$ cat src/rtl/fifo_sync_param.sv
// Parametrised single-clock FIFO with occupancy count, programmable
// watermarks, sticky error flags and optional first-word-fall-through.
module fifo_sync_param #(
    parameter int DATA_WIDTH = 8,
    parameter int DEPTH      = 8,
    parameter int AF_LEVEL   = 6,
    parameter int AE_LEVEL   = 2,
    parameter bit FWFT       = 1'b0,
    localparam int CW        = $clog2(DEPTH + 1)
) (
    input  logic                  clk,
    input  logic                  rst_n,
    input  logic                  wr_en,
    input  logic [DATA_WIDTH-1:0] data_in,
    input  logic                  rd_en,
    output logic [DATA_WIDTH-1:0] data_out,
    output logic                  full,
    output logic                  empty,
    output logic                  almost_full,
    output logic                  almost_empty,
    output logic [CW-1:0]         count,
    output logic                  overflow,
    output logic                  underflow,
    input  logic                  clr_err
);

    localparam int PW = (DEPTH > 1) ? $clog2(DEPTH) : 1;
    localparam logic [PW-1:0] LAST = PW'(DEPTH - 1);
    localparam logic [CW-1:0] FULL_C = CW'(DEPTH);
    localparam logic [CW-1:0] AF_C = CW'(AF_LEVEL);
    localparam logic [CW-1:0] AE_C = CW'(AE_LEVEL);
    localparam logic [CW-1:0] ONE = CW'(1);

    if (DEPTH < 2 || AF_LEVEL < 1 || AF_LEVEL > DEPTH ||
        AE_LEVEL < 0 || AE_LEVEL > DEPTH - 1) begin : g_bad_params
        $error("fifo_sync_param: illegal DEPTH/AF_LEVEL/AE_LEVEL");
    end

    logic [DATA_WIDTH-1:0] mem [DEPTH];
    logic [PW-1:0]         wr_ptr;
    logic [PW-1:0]         rd_ptr;
    logic [PW-1:0]         wr_nxt;
    logic [PW-1:0]         rd_nxt;
    logic [CW-1:0]         count_nxt;
    logic                  rd_acc;
    logic                  wr_acc;

    assign rd_acc = rd_en && !empty;
    // A full FIFO still takes a write when the same edge pops a word.
    assign wr_acc = wr_en && (!full || rd_acc);
    assign wr_nxt = (wr_ptr == LAST) ? '0 : wr_ptr + PW'(1);
    assign rd_nxt = (rd_ptr == LAST) ? '0 : rd_ptr + PW'(1);

    always_comb begin
        count_nxt = count;
        unique case ({wr_acc, rd_acc})
            2'b10:   count_nxt = count + ONE;
            2'b01:   count_nxt = count - ONE;
            default: count_nxt = count;
        endcase
    end

    always_ff @(posedge clk) begin
        if (wr_acc) begin
            mem[wr_ptr] <= data_in;
        end
    end

    always_ff @(posedge clk or negedge rst_n) begin
        if (!rst_n) begin
            wr_ptr       <= '0;
            rd_ptr       <= '0;
            count        <= '0;
            full         <= 1'b0;
            empty        <= 1'b1;
            almost_full  <= 1'b0;
            almost_empty <= 1'b1;
        end else begin
            if (wr_acc) wr_ptr <= wr_nxt;
            if (rd_acc) rd_ptr <= rd_nxt;
            count        <= count_nxt;
            full         <= (count_nxt == FULL_C);
            empty        <= (count_nxt == '0);
            almost_full  <= (count_nxt >= AF_C);
            almost_empty <= (count_nxt <= AE_C);
        end
    end

    // In FWFT mode the word behind the head may be the one being written now.
    always_ff @(posedge clk or negedge rst_n) begin
        if (!rst_n) begin
            data_out <= '0;
        end else if (!FWFT) begin
            if (rd_acc) data_out <= mem[rd_ptr];
        end else if (wr_acc && (empty || (rd_acc && count == ONE))) begin
            data_out <= data_in;
        end else if (rd_acc && count != ONE) begin
            data_out <= mem[rd_nxt];
        end
    end

    always_ff @(posedge clk or negedge rst_n) begin
        if (!rst_n) begin
            overflow  <= 1'b0;
            underflow <= 1'b0;
        end else begin
            if (wr_en && full && !rd_en) overflow <= 1'b1;
            else if (clr_err)            overflow <= 1'b0;
            if (rd_en && empty)          underflow <= 1'b1;
            else if (clr_err)            underflow <= 1'b0;
        end
    end

endmodule

$ cat config.mk
export PLATFORM = sky130hd
export DESIGN_NAME = fifo_sync_param
export DESIGN_NICKNAME = d
export VERILOG_FILES = /design/src/rtl/fifo_sync_param.sv
export SDC_FILE = /design/constraint.sdc
export NUM_CORES = 1
export LEC_CHECK = 0
export CAP_MARGIN = 5
export CORE_AREA = 2 2 90 92
export CTS_CLUSTER_DIAMETER = 40
export DETAILED_ROUTE_END_ITERATION = 16
export DIE_AREA = 0 0 92 94
export PLACE_DENSITY = 0.63
export SLEW_MARGIN = 40
export SYNTH_ARGS = -nofsm -noshare
export SYNTH_HDL_FRONTEND = slang
export SYNTH_SLANG_ARGS = --single-unit
export TNS_END_PERCENT = 30
$ cat constraint.sdc
create_clock -name clk -period 2.75 [get_ports clk]
set_clock_uncertainty 0.1 [all_clocks]
set_input_delay 0.275 -clock clk [delete_from_list [all_inputs] [get_ports clk]]
set_output_delay 0.275 -clock clk [all_outputs]
set_load 0.1 [all_outputs]
## Word-level counts from Yosys, hierarchy flattened

Memories as Yosys holds them, arrays and structs flattened. A register that Yosys moved wholly into a read port is not among the register bits.
Index checks and enable logic that the tools add are counted.

| cells by class | value |
|---|---|
| $add $sub $neg | 4 |
| multiplexer cells | 8 |
| reduce and logical (&&, ||, !) cells | 13 |
| equal/unequal tests | 5 |
| $lt $le $gt $ge | 2 |

Operator list:

| cell | count |
|---|---|
| case mux 4 bit (2 select lines) | 1 |
| adder 3 x 1 -> 3 bit, second input constant | 2 |
| equality test 3 bit, second input constant | 2 |
| two-way mux 3 bit | 2 |
| logical AND 1 bit | 5 |
| two-way mux 1 bit | 5 |
| adder 4 x 1 -> 4 bit, second input constant | 1 |
| equality test 4 bit, second input constant | 1 |
| >= comparator 4 x 3 -> 1 bit, second input constant | 1 |
| less-or-equal comparator 4 x 2 -> 1 bit, second input constant | 1 |
| logical NOT 1 bit | 4 |
| logical NOT 4 bit | 1 |
| nonzero test 2 bit | 2 |
| subtractor 4 x 1 -> 4 bit, second input constant | 1 |
| equality test 2 x 1 -> 1 bit, second input constant | 1 |
| equality test 2 bit, second input constant | 1 |
| logical OR 1 bit | 1 |

| word-level totals | value |
|---|---|
| memories | 1 |
| input bits | 13 |
| output and inout port bits | 18 |
| word-level logic and storage cells | 42 |
| register bits | 16 |
| RAM bits | 64 |

Memory list:

| name | words | bits a word | rd ports | clocked after Yosys merged registers in | wr ports | line | source |
|---|---|---|---|---|---|---|---|
| mem | 8 | 8 | 1 | 1 | 1 | 39 | `logic [DATA_WIDTH-1:0] mem [DEPTH];` |

## Logic depth before layout (Yosys ltp)

Gate-level depths: netlist of the first run.

| depth | value |
|---|---|
| depth after elaboration | 7 |
| gate-level depth with buffers | 11 |
| depth with buffers taken out | 11 |

## Worst setup path after synthesis of the first run

No wires, ideal clock.

| timing path | value |
|---|---|
| kind | reg2reg |
| from | reg empty |
| to | reg empty |
| buffers on the path | 1 |
| setup slack | -0.319 ns |
| period minus slack after synthesis | 3.069 ns |
| cell stages (with the launch flop) | 12 |
| arrival time | 2.878 ns |
| path through | dfstp_2 > nand2b_1 > clkbuf_1 > inv_1 > ha_1 > xor2_1 > ha_1 > a21oi_1 > xor2_1 > nor2_1 > xor2_1 > a211oi_1 |

| on the way | value |
|---|---|
| word-level cells in the longest chain between the ends | 7 |
| elaborated cells between the ends (all ways) | 8 |
| classes of those cells | eq/ne: 2; mux: 1; reduce/logical: 5 |

Ends and longest elaborated chain:

| element | line | source |
|---|---|---|
| start, declared | 18 | `output logic empty,` |
| start signal, assigned | 83 | `empty <= (count_nxt == '0);` |
| logical NOT 1 bit (*) | 48 | `assign rd_acc = rd_en && !empty;` |
| logical AND 1 bit (*) | 48 |  |
| net rd_acc | 45 | `logic rd_acc;` |
| logical OR 1 bit | 50 | `assign wr_acc = wr_en && (!full \|\| rd_acc);` |
| logical AND 1 bit | 50 |  |
| equality test 2 x 1 -> 1 bit / equality test 2 bit (equally long branches) | 56 | `unique case ({wr_acc, rd_acc})` |
| case mux 4 bit (2 select lines) (*) | 56 |  |
| net count_nxt[2] | 44 | `logic [CW-1:0] count_nxt;` |
| logical NOT 4 bit (*) | 83 |  |

Mark *: on every way through the listed nets, which the timed path passes. The rest lies on a longest branch.
A chain may end at the register's enable or synchronous reset.

## Worst setup path after layout of the first run

| timing path | value |
|---|---|
| from | reg empty |
| to | reg almost_full |

| on the way | value |
|---|---|
| word-level cells in the longest chain between the ends | 7 |
| elaborated cells between the ends (all ways) | 8 |
| classes of those cells | order compare: 1; eq/ne: 2; mux: 1; reduce/logical: 4 |

Ends and longest elaborated chain:

| element | line | source |
|---|---|---|
| logical NOT 1 bit (*) | 48 |  |
| logical AND 1 bit (*) | 48 |  |
| logical OR 1 bit | 50 |  |
| logical AND 1 bit | 50 |  |
| equality test 2 x 1 -> 1 bit / equality test 2 bit (equally long branches) | 56 |  |
| case mux 4 bit (2 select lines) (*) | 56 |  |
| net count_nxt[2] | 44 |  |
| >= comparator 4 x 3 -> 1 bit (*) | 84 | `almost_full <= (count_nxt >= AF_C);` |
| end signal, assigned | 84 |  |
| end, declared | 19 | `output logic almost_full,` |

Marked as above.

==> results of run 1 <==
==> worst max-delay path, cell delays in order, from the launching register on <==
cell	delay, ns
dfstp_4	0.63
nand2b_4	0.12
nand2_1	0.11
nand2_4	0.09
ha_2	0.22
xor2_1	0.16
ha_1	0.17
a21oi_1	0.05
xor2_1	0.15
nor2_1	0.11
xor2_1	0.39
a21o_1	0.17
==> cell families (layout without fill, tap and decap cells) <==
family          count (synthesis)  count (layout)
compound gates                 26              26
xor+xnor                        4               4
fa+ha+maj                       7               7
buf+inv                        12              65
flops                          88              88
mux                            28              28
simple gates                   42              42
==> sequential cells by signal (all words and copies together), names as in the netlist, 3 cells and up <==
name,flops
mem,64
data_out,8
count,4
rd_ptr,3
wr_ptr,3
==> per-layer routing <==
| layer | track usage | routed length [µm] |
|---|---|---|
| met2 | 0.2586 | 3048 |
| met5 | 0 | 0 |
| met4 | 0.06343 | 109 |
| met1 | 0.2075 | 2891 |
| met3 | 0.03692 | 249 |
==> Yosys cell counts, types with 2 or more instances <==
| master | count | area, µm² |
|---|---|---|
| nand2_1 | 16 | 60.06 |
| clkbuf_1 | 5 | 18.77 |
| a21o_1 | 3 | 22.52 |
| ha_1 | 7 | 87.58 |
| inv_1 | 4 | 15.01 |
| nor3_1 | 6 | 30.03 |
| dfrtp_1 | 22 | 550.5 |
| nand2b_1 | 5 | 31.28 |
| a21oi_1 | 5 | 25.02 |
| edfxtp_1 | 64 | 1922 |
| mux4_2 | 16 | 360.4 |
| nor2_1 | 7 | 26.28 |
| buf_2 | 2 | 10.01 |
| mux2i_1 | 8 | 80.08 |
| nor2b_1 | 2 | 12.51 |
| xor2_1 | 4 | 35.03 |
| dfstp_2 | 2 | 52.55 |
| mux2_2 | 4 | 45.04 |
| o21ai_0 | 13 | 65.06 |
==> metrics by stage <==
step	hold slack, ns	setup WS [ns]	instance area (µm²)	std cells	util
after CTS	0.2919	0.2464	4278	361	0.5623
final	0.2660	0.2458	4283	362	0.5630
after global placement	0.3678	0.09301	4035	345	0.5304
after global routing	0.3021	0.07673	4283	362	0.5630
after detailed placement	0.3728	0.03789	4035	345	0.5304
after floorplan	-0.1206	0.002503	3587	207	-
==> worst paths after layout <==
check | cells past startpoint | to | from
max in group asynchronous | 3 | data_out[5] | rst_n
max | 11 | almost_full | empty
min in group clk | 2 | data_out[7] | data_out[7]
min reg2reg | 2 | data_out[7] | data_out[7]
max reg2reg | 11 | almost_full | empty
min | 2 | count[2] | rst_n
==> layout make-up <==
class	count	area, µm²	share of cell area
clock buffers	9	123.9	0.02892
clock inverters	7	118.9	0.02775
inverters	4	15.01	0.003506
multi-input cells	107	1002	0.2340
flip-flops and latches	88	2530	0.5907
well taps	102	127.6	0.02980
repair buffers	45	365.4	0.08531
==> what timing repair did <==
action | in CTS | in global routing
resized for setup | 0 | 0
hold buffers | 0 | 1
hold endpoints to repair | 0 | 14
==> out/qor.txt, run 1 <==
vias per cell -> 5.282
syn avg cell area -> 17.17 µm²
clk buf depth -> 2
Die Ht -> 94 µm
initial antenna violation count -> 0
Post-CTS Setup Bufs -> 0
Pre-antenna DRT Iters -> 4
Area growth syn-to-layout -> 20.49%
GR Overflow Total -> 0
IO buf count -> 30
number of global-route vias before repair -> 1,815
Setup crit end kind -> flop
register area share after synthesis -> 0.7103
TritonCTS clock tree -> built
Arr. time, crit path -> 2.70 ns
Period Utilization, post-route -> 0.9106
commonest non-fill, non-tap cell in the layout -> edfxtp_1
Syn Std Cell Area -> 0.003555 mm²
Filler cells -> 627
Core Rows -> 32
gate count after technology mapping -> 207
Setup-failing EPs final -> 0
clock sink count -> 88
Hold/Removal Path Class -> primary input to async pin
main combinational cell family by area after synthesis -> multiplexers
XOR/XNOR share of the synthesized area -> 0.009856
Die ar. -> 0.008648 mm²
DRT iter0 DRCs -> 103
Synth cell types -> 31
core area -> 0.007607 mm²
WL/cell -> 17.40 µm
largest net degree at the start of global routing -> 21
CTS HTree Levels -> 3
DRC -> 0
crit-path max FO -> 5
Hold Vio Cnt, Final -> 0
post-synthesis compound-gate area fraction -> 0.04541
IO Count -> 31
min Tclk post-route -> 2.504 ns
post-synthesis async set-or-reset flop share -> 0.2727
max-slew violations -> 0
number of synthesis warnings -> 0
drt total wl -> 6.299 mm
Data required, critical path -> 2.95 ns
GRT Util Overall -> 0.1584
Slew headroom -> 0.4798
Post-DRT Antenna Nets -> 0
adder-cell share of the synthesized area -> 0.02464
RSZ-0062 raised after global routing -> no
status -> completed
nets -> 275
Skew-Pair Late Insertion Delay -> 0.35 ns
Yosys reg bits -> 88
most frequent cells in the layout -> edfxtp_1 (64), buf_4 (32), dfrtp_1 (21), mux4_2 (16), nand2_1 (15)
CTS Buf Count -> 9
max-capacitance violation count -> 0
die extent in x -> 92 µm
Fmax -> 0.3993 GHz
Worst Tran Pin Value -> 0.7803 ns
Post-synth EDFFs -> 64
simple logic cell fraction of the synthesized area -> 0.05878
Clock Root Buffer -> clkbuf_8
Routability Congestion -> 0.8440
global-route wire length before repair -> 9.839 mm
Fin Setup TNS -> 0 ns
Main synth FF type -> edfxtp_1
Setup crit start kind -> flop
ANT cells -> 0
Setup CP Type -> flop to flop
Synth Net Count -> 227
vias after detailed routing -> 1,912
share of cells above drive strength 1 -> 0.3038
r2r setup slk -> 0.25 ns
DP HPWL -> 4.062 mm
clock slew at reported path FFs -> 0.09 ns
mux cell area share after synthesis -> 0.1366
Starting Density -> 0.4673
Power of run 1 is left out: the tool's default activity adds up to more than one toggle a clock period on the data nets, which glitch-free logic cannot reach.
==> inputs of run 2 (changes only) <==
--- a/config.mk
+++ b/config.mk
@@ -10,6 +10,7 @@
 export CTS_CLUSTER_DIAMETER = 40
 export DETAILED_ROUTE_END_ITERATION = 16
 export DIE_AREA = 0 0 92 94
+export MAX_ROUTING_LAYER = met4
 export PLACE_DENSITY = 0.63
 export SLEW_MARGIN = 40
 export SYNTH_ARGS = -nofsm -noshare
==> run 2 against run 1 <==
Effect of this change:
- clock-buffer cell count unchanged
- critical path type unchanged
- sequential share of layout area stayed put
- global-route usage is 0.43 points higher
- non-clock buffer count is the same
- die area unchanged
- critical endpoint unchanged
- cell count stayed put
- first-iteration DRC count is 1.9% higher
- utilization did not move
- critical path depth did not move
- wire length up 0.16%
- setup slack about the same
==> out/qor.txt, run 2 (synthesis gave the netlist of run 1 again) <==
largest net degree at the start of global routing -> 21
core area -> 0.007607 mm²
placed insts -> 345
Arr. time, crit path -> 2.70 ns
Die Ht -> 94 µm
RSZ-0062 raised after global routing -> no
Final Util -> 0.5630
global-route wire length before repair -> 9.818 mm
Worst Tran Pin Value -> 0.7706 ns
most frequent cells in the layout -> edfxtp_1 (64), buf_4 (32), dfrtp_1 (21), mux4_2 (16), nand2_1 (15)
GR Overflow Total -> 0
vias after detailed routing -> 1,919
Period Utilization, post-route -> 0.9107
share of cells above drive strength 1 -> 0.3038
Die ar. -> 0.008648 mm²
DRC -> 0
RR Startpoint -> empty
max-capacitance violation count -> 0
Setup-failing EPs final -> 0
IO buf count -> 30
Slew headroom -> 0.4863
max-slew violations -> 0
status -> completed
clk buf depth -> 2
Filler cells -> 627
CTS Buf Count -> 9
ANT cells -> 0
commonest non-fill, non-tap cell in the layout -> edfxtp_1
Data required, critical path -> 2.95 ns
Skew-Pair Late Insertion Delay -> 0.35 ns
Hold/Removal Path Class -> primary input to async pin
TritonCTS clock tree -> built
clock sink count -> 88
WL/cell -> 17.43 µm
Worst R2R Path Depth -> 11
Area growth syn-to-layout -> 20.49%
biggest regs -> mem: 64 flops, data_out: 8 flops, count: 4 flops
Fin Setup TNS -> 0 ns
initial antenna violation count -> 0
Cell Count, Final, Fillers Out -> 362
nets -> 275
Post-DRT Antenna Nets -> 0
DRT iter0 DRCs -> 105
min Tclk post-route -> 2.504 ns
IO Count -> 31
DP HPWL -> 4.062 mm
max FFs per register -> 64
die extent in x -> 92 µm
Routability Congestion -> 0.8572
Setup CP Type -> flop to flop
CTS HTree Levels -> 3
vias per cell -> 5.301
WHS -> 0.2650 ns
crit path from -> empty
R2R Path End -> almost_full
Largest Register -> mem
register area -> 0.002530 mm²
GRT Util Overall -> 0.1628
Setup crit start kind -> flop
Core Rows -> 32
Pre-antenna DRT Iters -> 4
r2r setup slk -> 0.25 ns
Critical Path Sink -> almost_full
clock slew at reported path FFs -> 0.09 ns
Fmax -> 0.3993 GHz
number of global-route vias before repair -> 1,817
GRT met1 Usage -> 0.2069
Clock Root Buffer -> clkbuf_8
crit-path max FO -> 5
Multi-input gate area -> 0.001002 mm²
Starting Density -> 0.4673
Setup crit end kind -> flop
Hold Vio Cnt, Final -> 0
met2 Track Usage GR -> 0.2586
most used routing layer -> met2
post-CTS sizing -> 0
GRT met3 Usage -> 0.03692
drt total wl -> 6.309 mm
## run 2: cell counts in the layout (fill, tap and decap cells not counted)
No cell type changed its count.
## run 2: per-stage QoR
| step | setup slack, ns | cell area [µm²] |
|---|---|---|
| floorplan | 0.002503 | 3587 |
| CTS | 0.2464 | 4278 |
| finish | 0.2456 | 4283 |
| detailed placement | 0.03789 | 4035 |
| global placement | 0.09301 | 4035 |
| global route | 0.07725 | 4283 |
## run 2: critical path: stages, from the launching register on
cell      delay, ns
dfstp_4        0.63
nand2b_4       0.12
nand2_1        0.10
nand2_4        0.09
ha_2           0.22
xor2_1         0.16
ha_1           0.17
a21oi_1        0.05
xor2_1         0.15
nor2_1         0.11
xor2_1         0.39
a21o_1         0.17
## run 2: layout make-up
cell class,count,share of cell area
flip-flops and latches,88,0.5907
multi-input cells,107,0.2340
repair buffers,45,0.08531
well taps,102,0.02980
clock buffers,9,0.02892
clock inverters,7,0.02775
inverters,4,0.003506
## run 2: repair_timing
item,CTS,global route
endpoints found under the hold margin,0,14
hold buffers,0,1
setup buffers,0,0
## run 2: worst min-delay path by stage
stage	end	from	slack (ns)
finish	count[2]	rst_n	0.27
global route	count[0]	rst_n	0.30
CTS	count[2]	rst_n	0.29
detailed placement	data_out[1]	data_out[1]	0.37
global placement	data_out[7]	data_out[7]	0.37
floorplan	almost_full	rst_n	-0.12
## run 2: routing by layer
metal | vias up | routed length, µm
met5 | - | 0
met4 | 0 | 101
met3 | 13 | 293
met2 | 49 | 3091
met1 | 960 | 2822
li1 | 897 | -
Power of run 2 is left out for the same reason.
==> inputs of run 3 (changes only) <==
--- a/config.mk
+++ b/config.mk
@@ -7,6 +7,7 @@
 export LEC_CHECK = 0
 export CAP_MARGIN = 5
 export CORE_AREA = 2 2 90 92
+export CTS_BUF_LIST = sky130_fd_sc_hd__clkbuf_4 sky130_fd_sc_hd__clkbuf_8 sky130_fd_sc_hd__clkbuf_16
 export CTS_CLUSTER_DIAMETER = 40
 export DETAILED_ROUTE_END_ITERATION = 16
 export DIE_AREA = 0 0 92 94
==> results of run 3 <==
Final layout, timing and power as in run 2 (identical DEF).
Power of run 3 is left out for the same reason.
